===== src/rtl/rpc2_ctrl_axi_wr_data_buf.sv =====
// rpc2_ctrl_axi_wr_data_buf
//   AXI write-data buffer for the RPC2 controller. Write-burst descriptors from
//   the AW path are queued. W beats are accepted against the active
//   descriptor, their strobes are masked to the legal narrow-transfer lanes,
//   and the beats are buffered in an internal FIFO. The FIFO presents them
//   first-word-fall-through to the IP side, with a per-burst last flag.
//
//   Optional feature: define RPC2_CTRL_WLAST_CHECK_EN to flag AXI_WLAST
//   mismatches in the sticky wlast_err output. When it is undefined, AXI_WLAST
//   is ignored and wlast_err is tied low.
//
//   Ports
//     clk, reset            clock, asynchronous active-high reset
//     AXI_W*                AXI write-data channel (AXI_WREADY registered)
//     wready_req/len/size/fixed/strb
//                           descriptor push from the AW path
//     wready_ack            descriptor accepted (combinational)
//     cmd_full              descriptor queue full
//     wready_done           one-cycle pulse after the last beat of a burst is accepted
//     ip_data_ready         IP consumes the head beat
//     axi2ip_data_valid/data/strb/last
//                           head beat of the buffer (zero when empty)
//     wlast_err             sticky WLAST mismatch flag
//     dat_count             number of beats buffered
module rpc2_ctrl_axi_wr_data_buf #(
    parameter int unsigned C_AXI_DATA_WIDTH = 32,
    parameter int unsigned CMD_DEPTH        = 4,
    parameter int unsigned DAT_DEPTH        = 16,
    parameter int unsigned LEN_WIDTH        = 8
) (
    input  logic                            clk,
    input  logic                            reset,
    input  logic [C_AXI_DATA_WIDTH-1:0]     AXI_WDATA,
    input  logic [C_AXI_DATA_WIDTH/8-1:0]   AXI_WSTRB,
    input  logic                            AXI_WLAST,
    input  logic                            AXI_WVALID,
    output logic                            AXI_WREADY,
    input  logic                            wready_req,
    input  logic [LEN_WIDTH-1:0]            wready_len,
    input  logic [1:0]                      wready_size,
    input  logic                            wready_fixed,
    input  logic [C_AXI_DATA_WIDTH/8-1:0]   wready_strb,
    output logic                            wready_ack,
    output logic                            cmd_full,
    output logic                            wready_done,
    input  logic                            ip_data_ready,
    output logic                            axi2ip_data_valid,
    output logic [C_AXI_DATA_WIDTH-1:0]     axi2ip_data,
    output logic [C_AXI_DATA_WIDTH/8-1:0]   axi2ip_strb,
    output logic                            axi2ip_last,
    output logic                            wlast_err,
    output logic [$clog2(DAT_DEPTH):0]      dat_count
);

    localparam int unsigned STRB_W    = C_AXI_DATA_WIDTH / 8;
    localparam int unsigned CMD_AW    = $clog2(CMD_DEPTH);
    localparam int unsigned CMD_CNT_W = CMD_AW + 1;
    localparam int unsigned DAT_AW    = $clog2(DAT_DEPTH);
    localparam int unsigned CNT_W     = DAT_AW + 1;
    localparam int unsigned DESC_W    = LEN_WIDTH + 2 + 1 + STRB_W;
    localparam int unsigned BEAT_W    = 1 + STRB_W + C_AXI_DATA_WIDTH;

    typedef enum logic [0:0] {
        ST_IDLE  = 1'b0,
        ST_BURST = 1'b1
    } state_t;

    state_t                 state, state_n;

    // Descriptor queue
    logic [DESC_W-1:0]      cmd_mem [CMD_DEPTH];
    logic [CMD_AW-1:0]      cmd_wr_ptr, cmd_rd_ptr;
    logic [CMD_CNT_W-1:0]   cmd_cnt;
    logic                   cmd_empty;
    logic                   cmd_push, cmd_pop;
    logic [DESC_W-1:0]      desc_in, desc_head;
    logic [LEN_WIDTH-1:0]   head_len;
    logic [1:0]             head_size;
    logic                   head_fixed;
    logic [STRB_W-1:0]      head_strb;

    // Active burst
    logic [LEN_WIDTH-1:0]   beat_cnt;
    logic [STRB_W-1:0]      lane_mask;
    logic [1:0]             size_q;
    logic                   fixed_q;
    logic                   wready_q, wready_n;
    logic                   done_q;
    logic                   beat_acc, beat_last;
    logic [4:0]             lane_bytes;
    logic                   rotate_en;
    logic [2*STRB_W-1:0]    rot_wide;
    logic [STRB_W-1:0]      lane_rot;

    // Beat FIFO
    logic [BEAT_W-1:0]      dat_mem [DAT_DEPTH];
    logic [DAT_AW-1:0]      dat_wr_ptr, dat_rd_ptr;
    logic [CNT_W-1:0]       dat_cnt, dat_cnt_n;
    logic                   dat_push, dat_pop, dat_valid;
    logic [BEAT_W-1:0]      beat_in, beat_head;

    // Descriptor queue control and field unpacking
    assign cmd_full   = (cmd_cnt == CMD_CNT_W'(CMD_DEPTH));
    assign cmd_empty  = (cmd_cnt == '0);
    assign wready_ack = wready_req & ~cmd_full;
    assign cmd_push   = wready_ack;
    assign desc_in    = {wready_len, wready_size, wready_fixed, wready_strb};
    assign desc_head  = cmd_mem[cmd_rd_ptr];
    assign head_len   = desc_head[DESC_W-1 -: LEN_WIDTH];
    assign head_size  = desc_head[STRB_W+2 -: 2];
    assign head_fixed = desc_head[STRB_W];
    assign head_strb  = desc_head[STRB_W-1:0];

    // Descriptor storage
    always_ff @(posedge clk) begin
        if (cmd_push) begin
            cmd_mem[cmd_wr_ptr] <= desc_in;
        end
    end

    // Descriptor pointers and occupancy
    always_ff @(posedge clk or posedge reset) begin
        if (reset) begin
            cmd_wr_ptr <= '0;
            cmd_rd_ptr <= '0;
            cmd_cnt    <= '0;
        end else begin
            if (cmd_push) cmd_wr_ptr <= cmd_wr_ptr + CMD_AW'(1);
            if (cmd_pop)  cmd_rd_ptr <= cmd_rd_ptr + CMD_AW'(1);
            case ({cmd_push, cmd_pop})
                2'b10:   cmd_cnt <= cmd_cnt + CMD_CNT_W'(1);
                2'b01:   cmd_cnt <= cmd_cnt - CMD_CNT_W'(1);
                default: cmd_cnt <= cmd_cnt;
            endcase
        end
    end

    // Beat handshake and lane rotation for narrow incrementing bursts
    assign beat_acc   = AXI_WVALID & wready_q;
    assign beat_last  = (beat_cnt == '0);
    assign lane_bytes = 5'd1 << size_q;
    assign rotate_en  = ~fixed_q && (32'(lane_bytes) < STRB_W);
    assign rot_wide   = {lane_mask, lane_mask} << lane_bytes;
    assign lane_rot   = rot_wide[2*STRB_W-1 -: STRB_W];

    // Beat FIFO control
    assign dat_push  = beat_acc;
    assign dat_valid = (dat_cnt != '0);
    assign dat_pop   = ip_data_ready & dat_valid;
    assign beat_in   = {beat_last, AXI_WSTRB & lane_mask, AXI_WDATA};
    assign beat_head = dat_mem[dat_rd_ptr];

    // FSM next state, descriptor pop, FIFO occupancy and next WREADY
    always_comb begin
        state_n   = state;
        cmd_pop   = 1'b0;
        dat_cnt_n = dat_cnt;
        wready_n  = 1'b0;
        case (state)
            ST_IDLE: begin
                if (!cmd_empty) begin
                    cmd_pop = 1'b1;
                    state_n = ST_BURST;
                end
            end
            ST_BURST: begin
                if (beat_acc && beat_last) begin
                    state_n = ST_IDLE;
                end
            end
            default: state_n = ST_IDLE;
        endcase
        case ({dat_push, dat_pop})
            2'b10:   dat_cnt_n = dat_cnt + CNT_W'(1);
            2'b01:   dat_cnt_n = dat_cnt - CNT_W'(1);
            default: dat_cnt_n = dat_cnt;
        endcase
        // WREADY rises one cycle after the pop that starts a burst and falls
        // on the edge that fills the FIFO or accepts the final beat.
        wready_n = (state == ST_BURST) && (state_n == ST_BURST) &&
                   (dat_cnt_n != CNT_W'(DAT_DEPTH));
    end

    // State register
    always_ff @(posedge clk or posedge reset) begin
        if (reset) begin
            state <= ST_IDLE;
        end else begin
            state <= state_n;
        end
    end

    // Active burst context, WREADY and done pulse
    always_ff @(posedge clk or posedge reset) begin
        if (reset) begin
            beat_cnt  <= '0;
            lane_mask <= '0;
            size_q    <= '0;
            fixed_q   <= 1'b0;
            wready_q  <= 1'b0;
            done_q    <= 1'b0;
        end else begin
            wready_q <= wready_n;
            done_q   <= beat_acc & beat_last;
            if (cmd_pop) begin
                beat_cnt  <= head_len;
                lane_mask <= head_strb;
                size_q    <= head_size;
                fixed_q   <= head_fixed;
            end else if (beat_acc) begin
                if (!beat_last) beat_cnt <= beat_cnt - LEN_WIDTH'(1);
                if (rotate_en)  lane_mask <= lane_rot;
            end
        end
    end

    // Beat storage
    always_ff @(posedge clk) begin
        if (dat_push) begin
            dat_mem[dat_wr_ptr] <= beat_in;
        end
    end

    // Beat FIFO pointers and occupancy
    always_ff @(posedge clk or posedge reset) begin
        if (reset) begin
            dat_wr_ptr <= '0;
            dat_rd_ptr <= '0;
            dat_cnt    <= '0;
        end else begin
            if (dat_push) dat_wr_ptr <= dat_wr_ptr + DAT_AW'(1);
            if (dat_pop)  dat_rd_ptr <= dat_rd_ptr + DAT_AW'(1);
            dat_cnt <= dat_cnt_n;
        end
    end

`ifdef RPC2_CTRL_WLAST_CHECK_EN
    logic wlast_err_q;

    // Sticky mismatch between AXI_WLAST and the burst counter
    always_ff @(posedge clk or posedge reset) begin
        if (reset) begin
            wlast_err_q <= 1'b0;
        end else if (beat_acc && (AXI_WLAST != beat_last)) begin
            wlast_err_q <= 1'b1;
        end
    end

    assign wlast_err = wlast_err_q;
`else
    logic wlast_unused;

    assign wlast_unused = AXI_WLAST;
    assign wlast_err    = 1'b0;
`endif

    // Output mapping; head fields read as zero while the FIFO is empty
    assign AXI_WREADY        = wready_q;
    assign wready_done       = done_q;
    assign axi2ip_data_valid = dat_valid;
    assign axi2ip_data       = dat_valid ? beat_head[C_AXI_DATA_WIDTH-1:0] : '0;
    assign axi2ip_strb       = dat_valid ? beat_head[C_AXI_DATA_WIDTH +: STRB_W] : '0;
    assign axi2ip_last       = dat_valid & beat_head[BEAT_W-1];
    assign dat_count         = dat_cnt;

endmodule


===== config.mk =====
export PLATFORM = sky130hd
export DESIGN_NAME = rpc2_ctrl_axi_wr_data_buf
export DESIGN_NICKNAME = d
export VERILOG_FILES = /design/src/rtl/rpc2_ctrl_axi_wr_data_buf.sv
export SDC_FILE = /design/constraint.sdc
export NUM_CORES = 1
export LEC_CHECK = 0
export BUFFER_PORTS_ARGS = -buffer_cell sky130_fd_sc_hd__buf_4
export CORE_UTILIZATION = 45
export CTS_CLUSTER_DIAMETER = 60
export DETAILED_ROUTE_END_ITERATION = 7
export SKIP_CTS_REPAIR_TIMING = 1
export SLEW_MARGIN = 20
export SYNTH_ARGS = -nofsm -noshare
export SYNTH_HDL_FRONTEND = slang
export SYNTH_SLANG_ARGS = --single-unit

===== constraint.sdc =====
create_clock -name clk -period 4.9 [get_ports clk]
set_input_delay 0.98 -clock clk [delete_from_list [all_inputs] [get_ports clk]]
set_output_delay 0.98 -clock clk [all_outputs]
set_load 0.01 [all_outputs]

# Yosys cells after proc, flatten, opt, wreduce, memory -nomap -nowiden
# Memory sizes are Yosys's and may differ from the RTL's.
# Index checks and enable logic that the tools add are counted.
# op_classes
addsub,9
order_cmp,1
eq_ne,7
shift,2
mux,18
bitwise,9
n_reduce_logical,12
# op_table
cell,count
$mux W32,1
$mux W8,3
$mux W4,4
$pmux W5 S2,1
$add A4 B1 Y4 const B,2
$logic_not A8 Y1,1
$shl A8 B5 Y8,1
$sub A8 B1 Y8 const B,1
$mux W1,7
$pmux W3 S2,1
$reduce_bool A2 Y1,3
$add A5 B1 Y5 const B,1
$and A1 B1 Y1,5
$lt A5 B3 Y1 const B,1
$ne A5 B5 Y1 const B,1
$reduce_bool A5 Y1,1
$shl A1 B2 Y5 const A,1
$sub A5 B1 Y5 const B,1
$add A2 B1 Y2 const B,2
$and A4 B4 Y4,1
$eq A2 B1 Y1 const B,2
$eq A2 B2 Y1 const B,2
$logic_and A1 B1 Y1,4
$reduce_and A2 Y1,2
other kinds (7),9
# totals
register_bits,38
mem_bits_rw,652
in_bits,57
output_inout_bits,48
elab_cells,73
n_memories,2
# mem_list
memory,depth,width,rd,rd_clocked_by_memory_dff,write_ports,line,rtl
dat_mem,16,37,1,0,1,96,logic [BEAT_W-1:0] dat_mem [DAT_DEPTH];
cmd_mem,4,15,1,0,1,71,logic [DESC_W-1:0] cmd_mem [CMD_DEPTH];

# Depth between registers and ports, before layout
# logic_depth
depth_word,6
depth_mapped,11
depth_no_buf,10

# Least setup slack after synthesis
# No wires, ideal clock.
# synth_timing
path_kind,flip-flop to output port
startpoint,register dat_rd_ptr[1]
endpoint,output port axi2ip_data[16]
arrival_ns,2.102
required_time_ns,3.920
setup_slack_ns,1.818
stages_incl_launch_ff,7
n_path_buf,3
cell_sequence,dfrtp_1 > clkbuf_1 > clkbuf_1 > buf_1 > mux4_2 > mux4_2 > and2_1
# synth_between
elab_chain_len,2
# synth_rtl
item,line,rtl
from (decl),97,"logic [DAT_AW-1:0] dat_wr_ptr, dat_rd_ptr;"
from (signal assigned),232,if (dat_pop) dat_rd_ptr <= dat_rd_ptr + DAT_AW'(1);
$mem_v2 Z16 W37,n/a,
$mux W32,261,assign axi2ip_data = dat_valid ? beat_head[C_AXI_DATA_WIDTH-1:0] : '0;
to (decl),48,"output logic [C_AXI_DATA_WIDTH-1:0] axi2ip_data,"
# No other way between the ends.

# Final worst setup path
# layout_timing
startpoint,register dat_rd_ptr[1]
endpoint,output port axi2ip_data[15]
# The elaborated chain is that of the path after synthesis.

==> impl_metrics.tcl <==
set metrics [dict create \
    cp.depth 5 \
    dieWidth_um 246 \
    cts.clk_slew.worst_paths_ns 0.06 \
    hp-start "cmd_cnt[2]$_DFFE_PP0P_" \
    finalNetCount 1410 \
    holdPathEnd "cmd_cnt[2]$_DFFE_PP0P_" \
    synthesis.area_um2 26800 \
    r2r-start "dat_count[2]$_DFF_PP0_" \
    hpwl_um 31200 \
    start_util_pct 45.5 \
    crit_family "flip-flops" \
    synthTopCellsByArea "edfxtp_1 73%, mux4_2 17%, dfrtp_1 3.5%" \
    crit_arrival_ns 3.13 \
    antenna_found_initial 0 \
    ys.flop_type "edfxtp_1" \
    dp.cells 2036 \
    total_power_w 0.0180 \
    tns_ns 0 \
    ys_types 46 \
    cts_max_level 3 \
    synth_edf_count 652 \
    numClockSinks 690 \
    reg2reg_to "AXI_WREADY$_DFF_PP0_" \
    viasPerCell 5.54 \
    slowest_stage "dfrtp_4" \
    stdcell_count 2167 \
    layout_commonest_cell "edfxtp_1" \
    layout_common_cells "652 x edfxtp_1, 200 x mux4_2, 136 x buf_4" \
    cts_tree "done" \
    avgSynthCellArea_um2 22.7 \
    hold_path_class "flip-flop to flip-flop" \
    firstDrtPassIters 7 \
    reg2reg_depth 8 \
    min_path_cells 1 \
    place.gp.congestion 0.713 \
    finalHoldViolations 0 \
    synth_cells 1179 \
    num_rows 89 \
    drv_slew 0 \
    grt_pass1_wl_um 82800 \
    critPathBufInv 2 \
    grt_start_max_net_pins 51 \
    outcome "complete, but fails checks" \
    grt_pass1_vias 12800 \
    synth-seq-cells 690 \
    min_period_over_period_pct 84.0 \
    ios 105 \
    drive_gt1_share_pct 33.9 \
    worstPathRequired_ns 3.92 \
    tightest_slew_ns 1.05 \
    syn2layout_area_growth_pct 15.6 \
    nFillCells 4525 \
    antenna_cells 0 \
    drc 2 \
    clockRootBuffer "clkbuf_16" \
    drt_wl_total_um 55000 \
    critPathMaxStageDelay_ns 0.93 \
    ir_drop_mv 0.313 \
    path_cells "buf_4, mux4_2, mux4_2, and2_1, buf_4" \
    cp-start-kind "flip-flop" \
    cts_max_path_buffers 3 \
    grt_util_all_layers_pct 18.9 \
    die_h_um 246 \
    rsz0062_at_grt "false" \
    path_class "flip-flop to output port" \
    leakage_nw 10.1 \
    layout_min_cycle_time_ns 4.11 \
    synth_warnings 0 \
    clock.fmax_ghz 0.243 \
    io_buffer_count 102 \
    cap_violations 0 \
    fp.dieArea_um2 60500 \
    crit_path_end_kind "output port" \
    core_region_area_um2 58900 \
    ff2ff_setup_slack_ns 1.57 \
    async_reset_ff_share_pct 5.51 \
    violations "DRC" \
    overflow 0 \
    cts_buffers 73 \
    clock_latency_ns 0.60 \
    synth_seq_area_share_pct 76.6 \
    yosysTopAreaCellShare_pct 73.1 \
    wire_per_inst_um 25.4 \
    power_density_nw_per_um2 581 \
    setup_viol 0 \
    clock-skew-final_ns 0.0215 \
    drtIter0Drc 999 \
    syn_nets 1251 \
    synth_largest_area_cell "edfxtp_1" \
    fin_util_pct 52.6 \
    cp_max_fo 50 \
    relSlewSlack_pct 30.3 \
    num_vias 12000 \
    antenna_left 0 \
]
## Yosys cell counts (6+ instances only)
cell,n
clkbuf_1,33
ha_1,14
xnor2_1,19
a21oi_1,6
buf_2,7
mux4_2,200
edfxtp_1,652
dfrtp_1,38
buf_4,11
nand2_1,33
xor2_1,6
and2_1,58
o21ai_0,15
nor2_1,8
buf_1,7
and3_1,6
inv_1,18
## worst max-delay path by stage
stage,start,endpoint
5_1_grt,dat_rd_ptr[1]$_DFFE_PP0P_,axi2ip_data[14]
2_1_floorplan,dat_rd_ptr[1]$_DFFE_PP0P_,axi2ip_data[16]
3_5_place_dp,dat_rd_ptr[1]$_DFFE_PP0P_,axi2ip_data[15]
6_report,dat_rd_ptr[1]$_DFFE_PP0P_,axi2ip_data[15]
3_3_place_gp,dat_rd_ptr[1]$_DFFE_PP0P_,axi2ip_data[15]
4_1_cts,dat_rd_ptr[1]$_DFFE_PP0P_,axi2ip_data[15]
## worst reg2reg max path, cell delays in order, from the launching register on
cell	delay [ns]
dfrtp_1	0.49
or3_4	0.43
or3_2	0.67
and2_1	0.35
ha_1	0.40
a2111oi_0	0.34
a21oi_1	0.10
xnor2_1	0.26
a41oi_2	0.15
## power breakdown
part	switching [W]	internal [W]
clock	0.00220	0.00312
sequential	0.000544	0.00720
combinational	0.00226	0.00267
## kinds of logic after synthesis
| group | synth area share, % |
|---|---|
| mux | 17.0 |
| buf+inv | 1.34 |
| simple gates | 2.71 |
| other cells | 0.0140 |
| flops | 76.6 |
| xor+xnor | 0.817 |
| compound gates | 0.784 |
| fa+ha+maj | 0.728 |
## stage by stage
stage	hold WS, ns	cell area, um2	setup slack, ns
floorplan	0.457	26800	1.82
global placement	0.480	28700	1.37
detailed placement	0.498	28700	1.38
CTS	0.504	31000	0.707
global route	0.530	31000	0.642
finish	0.505	31000	0.786
## registers in the layout, indices dropped and copies added (netlist names)
name and flops:
dat_mem 592, cmd_mem 60, beat_cnt 8, dat_count 5, dat_rd_ptr 4, dat_wr_ptr 4
lane_mask 4, cmd_cnt 3, cmd_rd_ptr 2, cmd_wr_ptr 2, size_q 2, AXI_WREADY 1
fixed_q 1, state 1, wready_done 1
## metal layers
layer / vias up / track usage [%] / wire (um)
met3: 89 / 3.85 / 3170
met4: 0 / 5.74 / 1090
li1: 5221 / - / -
met1: 6417 / 26.4 / 23900
met2: 288 / 30.1 / 26800
met5: - / 0 / 0
## layout make-up
| type | instances | area [um2] | area share [%] |
|---|---|---|---|
| Timing Repair Buffer | 144 | 1180 | 3.81 |
| Inverter | 18 | 67.6 | 0.218 |
| Sequential cell | 690 | 20500 | 66.3 |
| Clock buffer | 99 | 1990 | 6.42 |
| Tap cell | 773 | 967 | 3.12 |
| Clock inverter | 32 | 302 | 0.973 |
| Multi-Input combinational cell | 411 | 5930 | 19.2 |
Note: power is estimated with default switching activity, not from simulation.
